File: config.mk
export PLATFORM = sky130hd
export DESIGN_NAME = multicycle_control_unit_flat
export DESIGN_NICKNAME = d
export VERILOG_FILES = /design/src/rtl/multicycle_control_unit_pkg.sv /design/src/rtl/multicycle_control_unit_if.sv /design/src/rtl/multicycle_control_unit_retire_counter.sv /design/src/rtl/multicycle_control_unit.sv /design/src/flat_wrapper.sv
export SDC_FILE = /design/constraint.sdc
export NUM_CORES = 1
export LEC_CHECK = 0
export CAP_MARGIN = 40
export CORE_MARGIN = 3
export CORE_UTILIZATION = 49
export DETAILED_ROUTE_END_ITERATION = 6
export HOLD_SLACK_MARGIN = 0.12
export PLACE_DENSITY_LB_ADDON = 0.15
export SETUP_SLACK_MARGIN = 0.4
export SLEW_MARGIN = 20
export SYNTH_ARGS = -nofsm -noshare
export SYNTH_HDL_FRONTEND = slang
export SYNTH_SLANG_ARGS = --single-unit
File: constraint.sdc
create_clock -name clk -period 2.9 [get_ports clk]
set_input_delay 0.58 -clock clk [delete_from_list [all_inputs] [get_ports clk]]
set_output_delay 0.58 -clock clk [all_outputs]
set_load 0.01 [all_outputs]
File: src/rtl/multicycle_control_unit_pkg.sv
// rtl/multicycle_control_unit_pkg.sv - shared encodings and state type for the multicycle control unit
// Contents: opcode constants, alu_op / alu_src_b / pc_source encodings, FSM state enum,
//           and a helper that marks the states whose exit retires an instruction.
package mc_ctrl_pkg;

  localparam logic [5:0] OP_R    = 6'h00;
  localparam logic [5:0] OP_J    = 6'h02;
  localparam logic [5:0] OP_BEQ  = 6'h04;
  localparam logic [5:0] OP_ADDI = 6'h08;
  localparam logic [5:0] OP_LW   = 6'h23;
  localparam logic [5:0] OP_SW   = 6'h2B;

  // alu_op encodings; zero-extended to ALU_OP_W at the output
  localparam logic [1:0] ALU_ADD = 2'd0;
  localparam logic [1:0] ALU_SUB = 2'd1;
  localparam logic [1:0] ALU_R   = 2'd2;

  localparam logic [1:0] SRC_B_RT      = 2'b00;
  localparam logic [1:0] SRC_B_FOUR    = 2'b01;
  localparam logic [1:0] SRC_B_IMM     = 2'b10;
  localparam logic [1:0] SRC_B_IMM_SH2 = 2'b11;

  localparam logic [1:0] PC_SRC_ALU    = 2'b00;
  localparam logic [1:0] PC_SRC_ALUOUT = 2'b01;
  localparam logic [1:0] PC_SRC_JUMP   = 2'b10;

  typedef enum logic [3:0] {
    IDLE,
    FETCH,
    DECODE,
    MEM_ADDR,
    MEM_RD,
    MEM_WB,
    MEM_WR,
    EXEC_R,
    WB_R,
    EXEC_I,
    WB_I,
    BRANCH,
    JUMP,
    TRAP
  } state_t;

  // Final step of an instruction. MEM_WR only retires once memory accepts the write,
  // so callers must additionally qualify that state with mem_ready.
  function automatic logic is_final_state(state_t s);
    return (s == MEM_WB) || (s == MEM_WR) || (s == WB_R) || (s == WB_I) ||
           (s == BRANCH) || (s == JUMP);
  endfunction

endpackage

File: src/rtl/multicycle_control_unit_if.sv
// rtl/multicycle_control_unit_if.sv - control unit <-> multicycle datapath bus
// Signals: stall, opcode, mem_ready (datapath -> control);
//          pc_write, pc_write_cond, i_or_d, ir_write, mem_read, mem_write, mem_2_reg,
//          reg_dst, reg_write, alu_src_a, alu_src_b, alu_op, pc_source (control -> datapath).
// Modports: master = control unit, slave = datapath.
interface multicycle_control_unit_if #(
  parameter int ALU_OP_W = 2
);

  logic                stall;
  logic [5:0]          opcode;
  logic                mem_ready;

  logic                pc_write;
  logic                pc_write_cond;
  logic                i_or_d;
  logic                ir_write;
  logic                mem_read;
  logic                mem_write;
  logic                mem_2_reg;
  logic                reg_dst;
  logic                reg_write;
  logic                alu_src_a;
  logic [1:0]          alu_src_b;
  logic [ALU_OP_W-1:0] alu_op;
  logic [1:0]          pc_source;

  modport master (
    input  stall, opcode, mem_ready,
    output pc_write, pc_write_cond, i_or_d, ir_write, mem_read, mem_write,
           mem_2_reg, reg_dst, reg_write, alu_src_a, alu_src_b, alu_op, pc_source
  );

  modport slave (
    output stall, opcode, mem_ready,
    input  pc_write, pc_write_cond, i_or_d, ir_write, mem_read, mem_write,
           mem_2_reg, reg_dst, reg_write, alu_src_a, alu_src_b, alu_op, pc_source
  );

endinterface

File: src/rtl/multicycle_control_unit_retire_counter.sv
// rtl/multicycle_control_unit_retire_counter.sv - retired instruction counter
// Ports: clk, arst_n (async active-low), inc (retire this cycle), hold (freeze count),
//        count (CNT_W-bit running total, wraps from all-ones to zero).
module retire_counter #(
  parameter int CNT_W = 32
) (
  input  logic             clk,
  input  logic             arst_n,
  input  logic             inc,
  input  logic             hold,
  output logic [CNT_W-1:0] count
);

  always_ff @(posedge clk or negedge arst_n) begin
    if (!arst_n) begin
      count <= '0;
    end else if (inc && !hold) begin
      if (count == {CNT_W{1'b1}}) begin
        count <= '0;
      end else begin
        count <= count + CNT_W'(1);
      end
    end
  end

endmodule

File: src/rtl/multicycle_control_unit.sv
// rtl/multicycle_control_unit.sv - Moore FSM sequencing MIPS instructions over a shared datapath
// Ports: clk, arst_n (async active-low), bus (multicycle_control_unit_if.master),
//        illegal_op (one-cycle pulse on undecodable opcode), halted (trap active),
//        retire_cnt (retired instruction count).
// Build option: CTRL_ILLEGAL_TRAP_EN - illegal opcode enters TRAP (halted=1) until reset;
//               otherwise it returns to FETCH and halted is tied 0.
module multicycle_control_unit
  import mc_ctrl_pkg::*;
#(
  parameter int ALU_OP_W = 2,
  parameter int CNT_W    = 32
) (
  input  logic                          clk,
  input  logic                          arst_n,
  multicycle_control_unit_if.master     bus,
  output logic                          illegal_op,
  output logic                          halted,
  output logic [CNT_W-1:0]              retire_cnt
);

  state_t     state;
  state_t     state_nxt;

  logic       pc_write;
  logic       pc_write_cond;
  logic       i_or_d;
  logic       ir_write;
  logic       mem_read;
  logic       mem_write;
  logic       mem_2_reg;
  logic       reg_dst;
  logic       reg_write;
  logic       alu_src_a;
  logic [1:0] alu_src_b;
  logic [1:0] alu_op;
  logic [1:0] pc_source;
  logic       illegal;
  logic       trap;
  logic       retire_inc;

  always_ff @(posedge clk or negedge arst_n) begin
    if (!arst_n) begin
      state <= IDLE;
    end else begin
      state <= state_nxt;
    end
  end

  always_comb begin
    state_nxt     = state;
    pc_write      = 1'b0;
    pc_write_cond = 1'b0;
    i_or_d        = 1'b0;
    ir_write      = 1'b0;
    mem_read      = 1'b0;
    mem_write     = 1'b0;
    mem_2_reg     = 1'b0;
    reg_dst       = 1'b0;
    reg_write     = 1'b0;
    alu_src_a     = 1'b0;
    alu_src_b     = SRC_B_RT;
    alu_op        = ALU_ADD;
    pc_source     = PC_SRC_ALU;
    illegal       = 1'b0;
    trap          = 1'b0;

    case (state)
      IDLE: state_nxt = FETCH;

      FETCH: begin
        // PC+4 is computed and loaded in the same cycle the instruction arrives
        mem_read  = 1'b1;
        alu_src_b = SRC_B_FOUR;
        if (bus.mem_ready) begin
          ir_write  = 1'b1;
          pc_write  = 1'b1;
          state_nxt = DECODE;
        end
      end

      DECODE: begin
        // ALUOut captures the branch target while the opcode is decoded
        alu_src_b = SRC_B_IMM_SH2;
        case (bus.opcode)
          OP_LW, OP_SW: state_nxt = MEM_ADDR;
          OP_R:         state_nxt = EXEC_R;
          OP_ADDI:      state_nxt = EXEC_I;
          OP_BEQ:       state_nxt = BRANCH;
          OP_J:         state_nxt = JUMP;
          default: begin
            illegal = 1'b1;
`ifdef CTRL_ILLEGAL_TRAP_EN
            state_nxt = TRAP;
`else
            state_nxt = FETCH;
`endif
          end
        endcase
      end

      MEM_ADDR: begin
        alu_src_a = 1'b1;
        alu_src_b = SRC_B_IMM;
        state_nxt = (bus.opcode == OP_SW) ? MEM_WR : MEM_RD;
      end

      MEM_RD: begin
        mem_read = 1'b1;
        i_or_d   = 1'b1;
        if (bus.mem_ready) state_nxt = MEM_WB;
      end

      MEM_WB: begin
        mem_2_reg = 1'b1;
        reg_write = 1'b1;
        state_nxt = FETCH;
      end

      MEM_WR: begin
        mem_write = 1'b1;
        i_or_d    = 1'b1;
        if (bus.mem_ready) state_nxt = FETCH;
      end

      EXEC_R: begin
        alu_src_a = 1'b1;
        alu_op    = ALU_R;
        state_nxt = WB_R;
      end

      WB_R: begin
        reg_dst   = 1'b1;
        reg_write = 1'b1;
        state_nxt = FETCH;
      end

      EXEC_I: begin
        alu_src_a = 1'b1;
        alu_src_b = SRC_B_IMM;
        state_nxt = WB_I;
      end

      WB_I: begin
        reg_write = 1'b1;
        state_nxt = FETCH;
      end

      BRANCH: begin
        alu_src_a     = 1'b1;
        alu_op        = ALU_SUB;
        pc_write_cond = 1'b1;
        pc_source     = PC_SRC_ALUOUT;
        state_nxt     = FETCH;
      end

      JUMP: begin
        pc_write  = 1'b1;
        pc_source = PC_SRC_JUMP;
        state_nxt = FETCH;
      end

`ifdef CTRL_ILLEGAL_TRAP_EN
      TRAP: trap = 1'b1;
`endif

      default: state_nxt = IDLE;
    endcase

    // Stall freezes the sequence and blocks every architectural side effect,
    // but leaves the mux selects alone so the datapath keeps a stable view.
    if (bus.stall) begin
      state_nxt     = state;
      pc_write      = 1'b0;
      pc_write_cond = 1'b0;
      ir_write      = 1'b0;
      reg_write     = 1'b0;
      mem_write     = 1'b0;
      illegal       = 1'b0;
    end

    retire_inc = !bus.stall && is_final_state(state) &&
                 ((state != MEM_WR) || bus.mem_ready);
  end

  assign bus.pc_write      = pc_write;
  assign bus.pc_write_cond = pc_write_cond;
  assign bus.i_or_d        = i_or_d;
  assign bus.ir_write      = ir_write;
  assign bus.mem_read      = mem_read;
  assign bus.mem_write     = mem_write;
  assign bus.mem_2_reg     = mem_2_reg;
  assign bus.reg_dst       = reg_dst;
  assign bus.reg_write     = reg_write;
  assign bus.alu_src_a     = alu_src_a;
  assign bus.alu_src_b     = alu_src_b;
  assign bus.alu_op        = ALU_OP_W'(alu_op);
  assign bus.pc_source     = pc_source;
  assign illegal_op        = illegal;
  assign halted            = trap;

  retire_counter #(
    .CNT_W (CNT_W)
  ) u_retire_counter (
    .clk    (clk),
    .arst_n (arst_n),
    .inc    (retire_inc),
    .hold   (bus.stall),
    .count  (retire_cnt)
  );

endmodule

File: src/flat_wrapper.sv
// flat-port wrapper written by rule: the top's interface ports become plain ports
module multicycle_control_unit_flat import mc_ctrl_pkg::*;
#(
  parameter int ALU_OP_W = 2,
  parameter int CNT_W    = 32
)
  (clk, arst_n, illegal_op, halted, retire_cnt, bus_stall, bus_opcode, bus_mem_ready, bus_pc_write, bus_pc_write_cond, bus_i_or_d, bus_ir_write, bus_mem_read, bus_mem_write, bus_mem_2_reg, bus_reg_dst, bus_reg_write, bus_alu_src_a, bus_alu_src_b, bus_alu_op, bus_pc_source);
  multicycle_control_unit_if #(.ALU_OP_W(ALU_OP_W)) bus_i ();
  input  logic clk;
  input  logic arst_n;
  output logic illegal_op;
  output logic halted;
  output logic [CNT_W-1:0] retire_cnt;
  input wire logic [$bits(bus_i.stall)-1:0] bus_stall;
  input wire logic [$bits(bus_i.opcode)-1:0] bus_opcode;
  input wire logic [$bits(bus_i.mem_ready)-1:0] bus_mem_ready;
  output wire logic [$bits(bus_i.pc_write)-1:0] bus_pc_write;
  output wire logic [$bits(bus_i.pc_write_cond)-1:0] bus_pc_write_cond;
  output wire logic [$bits(bus_i.i_or_d)-1:0] bus_i_or_d;
  output wire logic [$bits(bus_i.ir_write)-1:0] bus_ir_write;
  output wire logic [$bits(bus_i.mem_read)-1:0] bus_mem_read;
  output wire logic [$bits(bus_i.mem_write)-1:0] bus_mem_write;
  output wire logic [$bits(bus_i.mem_2_reg)-1:0] bus_mem_2_reg;
  output wire logic [$bits(bus_i.reg_dst)-1:0] bus_reg_dst;
  output wire logic [$bits(bus_i.reg_write)-1:0] bus_reg_write;
  output wire logic [$bits(bus_i.alu_src_a)-1:0] bus_alu_src_a;
  output wire logic [$bits(bus_i.alu_src_b)-1:0] bus_alu_src_b;
  output wire logic [$bits(bus_i.alu_op)-1:0] bus_alu_op;
  output wire logic [$bits(bus_i.pc_source)-1:0] bus_pc_source;
  assign bus_i.stall = bus_stall;
  assign bus_i.opcode = bus_opcode;
  assign bus_i.mem_ready = bus_mem_ready;
  assign bus_pc_write = bus_i.pc_write;
  assign bus_pc_write_cond = bus_i.pc_write_cond;
  assign bus_i_or_d = bus_i.i_or_d;
  assign bus_ir_write = bus_i.ir_write;
  assign bus_mem_read = bus_i.mem_read;
  assign bus_mem_write = bus_i.mem_write;
  assign bus_mem_2_reg = bus_i.mem_2_reg;
  assign bus_reg_dst = bus_i.reg_dst;
  assign bus_reg_write = bus_i.reg_write;
  assign bus_alu_src_a = bus_i.alu_src_a;
  assign bus_alu_src_b = bus_i.alu_src_b;
  assign bus_alu_op = bus_i.alu_op;
  assign bus_pc_source = bus_i.pc_source;
  multicycle_control_unit #(.ALU_OP_W(ALU_OP_W), .CNT_W(CNT_W)) u_core (.clk(clk), .arst_n(arst_n), .bus(bus_i), .illegal_op(illegal_op), .halted(halted), .retire_cnt(retire_cnt));
endmodule
==> impl_metrics.tcl, run 1 <==
set metrics [dict create \
    hold_class "reg -> reg" \
    grt_max_degree 37 \
    pwr-share-comb 0.451 \
    grtUsageTotal 0.229 \
    area_delta_synth_final_pct 35.1 \
    rsz0062_at_grt "no" \
    rr_startpoint "u_core.u_retire_counter.count[4]$_DFFE_PN0P_" \
    path_buf_inv 1 \
    io_pins 60 \
    netSwitchingFraction 0.369 \
    slew-limit-headroom 0.502 \
    fmax_mhz 420 \
    ys_seq_elements 36 \
    post-route-util 0.702 \
    drtPass1Iterations 4 \
    reg2reg_depth 5 \
    start_util 0.519 \
    ff2ff_setup_slack_ns 0.69 \
    p_total_mw 1.98 \
    nets 342 \
    synthDominantCellAreaShare 0.388 \
    maxSlewViolCount 0 \
    gp_congestion 0.850 \
    cts_buffer_depth 2 \
    synthTopCellsByArea "dfrtp_1 (39%), xor2_1 (6.8%), nor2_1 (5.3%)" \
    coreArea_um2 4470 \
    holdPathStages 1 \
    dp_hpwl_um 4270 \
    die_x_um 74.9 \
    async_flop_share 1.00 \
    overflow 0 \
    vias_per_cell 5.84 \
    vdd_drop_max_uv 376 \
    ys_seq_area_frac 0.388 \
    final_cell_area_um2 3140 \
    place_area_um2 2980 \
    cts-buffers-inserted 5 \
    clock_latency_ns 0.29 \
    hold_viol 0 \
    drt_wl_total_um 6020 \
    cpPeakStageDelay_ns 0.52 \
    cap_violations 0 \
    worstSetupEndpointType "primary output" \
    finalCritPeriodShare 0.821 \
    htree_levels 2 \
    synth-edff-count 0 \
    reg2reg_to "u_core.u_retire_counter.count[29]$_DFFE_PN0P_" \
    p_leak_nw 1.29 \
    synth_ff_type "dfrtp_1" \
    fin_ws_ns 0.520 \
    drt_iter0_markers 182 \
    grt_pass1_wl_um 10200 \
    switching_power_uw 729 \
    crit_chain "nand2b_2 -> nor2_1 -> o21a_1 -> clkdlybuf4s50_1" \
    pre_cts_slack_ns 0.0281 \
    status "complete, no violations" \
    startpoint_type "flip-flop" \
    clock-root-buffer "clkbuf_8" \
    antenna_found_initial 0 \
    worst_pin_slew_ns 0.741 \
    ys_warn_count 0 \
    clock_power_share 0.227 \
    critPathMaxFanout 8 \
    min_to "u_core.u_retire_counter.count[30]$_DFFE_PN0P_" \
    min_from "u_core.u_retire_counter.count[30]$_DFFE_PN0P_" \
    die_area_um2 5600 \
    cts.sinks 36 \
    num_antenna_cells 0 \
    netlist-cell-type-count 50 \
    fill_cells 377 \
    vias 2244 \
    netlist_area_um2 2320 \
    cts_tree "built" \
    worstPathArrival_ns 1.80 \
    critical_path_class "reg -> out" \
    drtAntennaViolNets 0 \
    synthCells 264 \
    layout_commonest_cell "clkdlybuf4s50_1" \
    hold_buffers 0 \
    layout_min_cycle_time_ns 2.38 \
    power.share.sequential 0.322 \
    power_density_nw_per_um2 630 \
    skew_ns 0.00712 \
    numPortBuffers 58 \
    critical-path-top-delay-family "buffers and inverters" \
    layout-drive-gt1-share 0.130 \
    synth_nets 275 \
    cp.required_ns 2.32 \
    first_global_vias 2167 \
    setup_tns_ns 0 \
    internal_power_mw 1.25 \
    clk_pin_slew_ns 0.07 \
    slowest_stage "clkdlybuf4s50_1" \
    drc 0 \
    setup-violations-final 0 \
    final_cell_mix "clkdlybuf4s50_1 (52), dfrtp_1 (34), nor2_1 (32), nand2_1 (28), xor2_1 (18)" \
    wl_per_cell_um 15.7 \
    fp.dieH_um 74.9 \
    yosys.area.top_type "dfrtp_1" \
    std_cell_rows 24 \
    syn_area_per_cell_um2 8.80 \
]
==> sequential cells by signal (all words and copies together), names as in the netlist <==
register / flops
u_core.u_retire_counter.count: 32
u_core.state: 4
==> routing by layer <==
metal  track usage  vias to the layer above  share of wire  wire, um
met4        0.0632                        0          0.014        82
met3        0.0481                       12          0.050       303
li1              -                     1091              -         -
met1         0.304                     1072           0.45      2700
met5             0                        -              0         0
met2         0.379                       69           0.49      2940
==> power groups by stage <==
stage          clock (mW)  sequential [mW]  combinational [mW]
4_1_cts             0.454            0.630               0.876
3_5_place_dp            0            0.680               0.777
3_3_place_gp            0            0.677               0.762
2_1_floorplan           0            0.640               0.503
6_report            0.449            0.636               0.891
5_1_grt             0.477            0.644               0.972
==> stage by stage <==
stage                     std cells  hold WS (ns)
final                           384         0.505
after global routing            384         0.512
after global placement          371         0.480
after CTS                       384         0.498
after detailed placement        371         0.485
after floorplan                 264         0.284
==> kinds of logic (layout without fill, tap and decap cells) <==
logic type,count (synthesis),after routing,share of synthesized area
AND/OR/NAND/NOR,126,126,0.290
multiplexers,2,2,0.00915
AO/OA/AOI/OAI,54,54,0.168
adder cells (fa/ha/maj),1,1,0.00538
flip-flops,36,36,0.388
other,1,1,0.00161
XOR/XNOR,26,26,0.0980
buffers and inverters,18,86,0.0398
==> worst max path at each step <==
| stage | slack, ns | start | cells past startpoint | endpoint |
|---|---|---|---|---|
| after floorplan | 0.81 | u_core.state[0]$_DFFE_PN0P_ | 5 | bus_pc_source[0] |
| after global placement | 0.09 | bus_opcode[3] | 6 | illegal_op |
| after detailed placement | 0.03 | bus_opcode[3] | 6 | illegal_op |
| after CTS | 0.42 | u_core.state[3]$_DFFE_PN0P_ | 5 | bus_pc_write |
| after global routing | 0.43 | u_core.state[3]$_DFFE_PN0P_ | 4 | bus_reg_write |
| final | 0.52 | u_core.state[3]$_DFFE_PN0P_ | 4 | bus_reg_write |
==> cell type report <==
| class | count | area (um^2) | share of cell area |
|---|---|---|---|
| Clock inverter | 3 | 42.5 | 0.0136 |
| Timing Repair Buffer | 75 | 701 | 0.223 |
| Clock buffer | 5 | 68.8 | 0.0219 |
| Multi-Input combinational cell | 210 | 1350 | 0.429 |
| Inverter | 3 | 11.3 | 0.00359 |
| Tap cell | 52 | 65.1 | 0.0207 |
| Sequential cell | 36 | 903 | 0.288 |
==> what timing repair did <==
item / CTS / global route
gates resized for setup: 10 / 11
pin swaps: 0 / 2
setup endpoints to repair: 12 / 9
setup buffers: 5 / 0
==> cell usage after synthesis, types with 2 or more instances <==
master     count
inv_1          3
o31ai_1        5
buf_2          2
clkbuf_1       9
dfrtp_1       36
xor2_1        18
a211o_1        4
nand2b_1       5
o221ai_1       2
o2111ai_1      3
o21ai_0       10
a21oi_1       10
nand2_1       28
and4_1         3
nand3_1       15
a31oi_1        2
nand4_1        7
nor3_1        13
nor2_1        33
xnor2_1        8
o211ai_1       4
a21boi_0       2
nor4_1         5
a21o_1         3
o41ai_1        2
nor2b_1        3
and3b_1        2
and2_1         3
buf_4          2
buf_6          2
No activity file was read; power rests on OpenSTA's default activity.
==> inputs of run 2 (changes only) <==
- clock period: 2.9 -> 2.23 ns (I/O delays scaled with it)
==> impl_metrics.tcl, run 2 (same netlist as run 1, synthesis figures left out) <==
set metrics [dict create \
    largest_reg_flops 32 \
    status "complete, no violations" \
    antenna_found_initial 0 \
    drt_wl_total_um 11000 \
    die_area_um2 5600 \
    cap_violations 0 \
    clock-root-buffer "clkbuf_8" \
    drtPass1Iterations 5 \
    worstSetupEndpointType "flip-flop" \
    critical_path_class "reg -> reg" \
    vdd_drop_max_uv 673 \
    wl_per_cell_um 23.7 \
    std_cell_rows 24 \
    htree_levels 2 \
    io_pins 60 \
    ff2ff_setup_slack_ns 0.11 \
    die_x_um 74.9 \
    cpPeakStageDelay_ns 0.43 \
    first_global_vias 2651 \
    p_leak_nw 1.84 \
    reg2reg_depth 10 \
    layout-drive-gt1-share 0.467 \
    hold_class "reg -> reg" \
    post-route-util 0.912 \
    num_antenna_cells 0 \
    p_total_mw 3.38 \
    dp_hpwl_um 4450 \
    nets 421 \
    skew_ns 0.00859 \
    crit_top_cell "buf_6" \
    slowest_stage "dfrtp_1" \
    start_util 0.519 \
    dp_cells 397 \
    min_from "u_core.u_retire_counter.count[26]$_DFFE_PN0P_" \
    grt_max_degree 37 \
    clk_pin_slew_ns 0.09 \
    rr_startpoint "u_core.state[0]$_DFFE_PN0P_" \
    critPathMaxFanout 7 \
    fp.dieH_um 74.9 \
    clock_latency_ns 0.31 \
    setup-violations-final 0 \
    power_density_nw_per_um2 828 \
    cts-buffers-inserted 5 \
    drtAntennaViolNets 0 \
    layout_min_cycle_time_ns 2.12 \
    largest-register "u_core.u_retire_counter.count" \
    area_delta_synth_final_pct 75.6 \
    final_cell_mix "buf_4 (67), clkdlybuf4s50_1 (31), buf_6 (30), nor2_1 (26), nand2_1 (25)" \
    top_regs "u_core.u_retire_counter.count x32, u_core.state x4" \
    hold_ws_ns 0.501 \
    path_buf_inv 5 \
    critical-path-top-delay-family "buffers and inverters" \
    fin_ws_ns 0.114 \
    overflow 0 \
    coreArea_um2 4470 \
    cts_buffer_depth 2 \
    drc 0 \
    layout.cells.non_filler 463 \
    gp_congestion 0.859 \
    hold_viol 0 \
    vias_per_cell 6.76 \
    grtUsageTotal 0.299 \
    maxSlewViolCount 0 \
    hold_buffers 0 \
    startpoint_type "flip-flop" \
    pre_cts_slack_ns -0.338 \
    cts_tree "built" \
    numPortBuffers 58 \
    vias 3129 \
    holdPathStages 1 \
    fmax_mhz 473 \
    worstPathArrival_ns 2.34 \
    finalCritPeriodShare 0.949 \
    cp.required_ns 2.45 \
    rsz0062_at_grt "yes" \
    grt_pass1_wl_um 12700 \
    crit_chain "buf_6 -> buf_6 -> nand2b_4 -> buf_6 -> a2111oi_4 -> buf_4 -> buf_6 -> o2111ai_2 -> xor2_1 -> nor2_1" \
    min_to "u_core.u_retire_counter.count[26]$_DFFE_PN0P_" \
    reg2reg_to "u_core.u_retire_counter.count[15]$_DFFE_PN0P_" \
    drt_iter0_markers 465 \
    cts.sinks 36 \
    layout_commonest_cell "buf_4" \
]
==> run 2: cell types whose count changed in the layout (fill, tap and decap cells not counted), moves of 6 or more <==
cell | before | now
dfrtp_1 | 34 | 24
nor2_1 | 32 | 26
buf_4 | 17 | 67
buf_2 | 1 | 12
dfrtp_2 | 2 | 12
nor3_1 | 12 | 6
buf_6 | 0 | 30
clkdlybuf4s50_1 | 52 | 31
==> run 2: timing repair <==
item	CTS	global route
setup endpoints to repair	47	56
gates cloned	1	0
gates resized for setup	108	85
buffers inserted	30	27
pin swaps	21	35
==> run 2: per-stage QoR <==
step,setup TNS [ns],area [um^2]
2_1_floorplan,0,2330
3_3_place_gp,-4.87,3180
3_5_place_dp,-5.51,3180
4_1_cts,0,3690
5_1_grt,0,4080
6_report,0,4080
==> run 2: power breakdown <==
group / leakage, nW / internal, mW / switching [mW]
logic: 1.35 / 0.959 / 1.08
clock network: 0.0479 / 0.218 / 0.290
registers: 0.440 / 0.732 / 0.103
total: 1.84 / 1.91 / 1.47
==> run 2: worst register-to-register path, stage by stage (launching register included) <==
cell and delay, ns:
dfrtp_1 0.43, buf_6 0.14, buf_6 0.09, nand2b_4 0.06
buf_6 0.14, a2111oi_4 0.29, buf_4 0.20, buf_6 0.15
o2111ai_2 0.15, xor2_1 0.18, nor2_1 0.21
==> run 2: how the worst max path moves through the flow <==
stage / start / to / slack [ns] / cells past startpoint
floorplan: u_core.state[1]$_DFFE_PN0P_ / u_core.u_retire_counter.count[25]$_DFFE_PN0P_ / 0.28 / 7
detailed placement: bus_opcode[2] / illegal_op / -0.34 / 6
finish: u_core.state[0]$_DFFE_PN0P_ / u_core.u_retire_counter.count[15]$_DFFE_PN0P_ / 0.11 / 10
global route: u_core.state[0]$_DFFE_PN0P_ / u_core.u_retire_counter.count[15]$_DFFE_PN0P_ / 0.09 / 10
global placement: bus_opcode[2] / illegal_op / -0.28 / 6
CTS: bus_opcode[1] / illegal_op / 0.18 / 6
==> run 2: final cells by class <==
class / count / area, um^2
inverter: 3 / 11.3
tap: 52 / 65.1
multi-input combinational: 210 / 1660
clock inverter: 3 / 18.8
sequential: 36 / 916
timing repair buffer: 154 / 1340
fill: 172 / 394
clock buffer: 5 / 68.8
==> run 2: layer usage <==
layer,vias to the layer above,part of all wire,routed length (um),GRT usage
li1,1241,-,-,-
met1,1482,0.35,3830,0.356
met2,294,0.49,5390,0.516
met3,112,0.086,944,0.0494
met4,0,0.075,825,0.150
met5,-,0,0,0
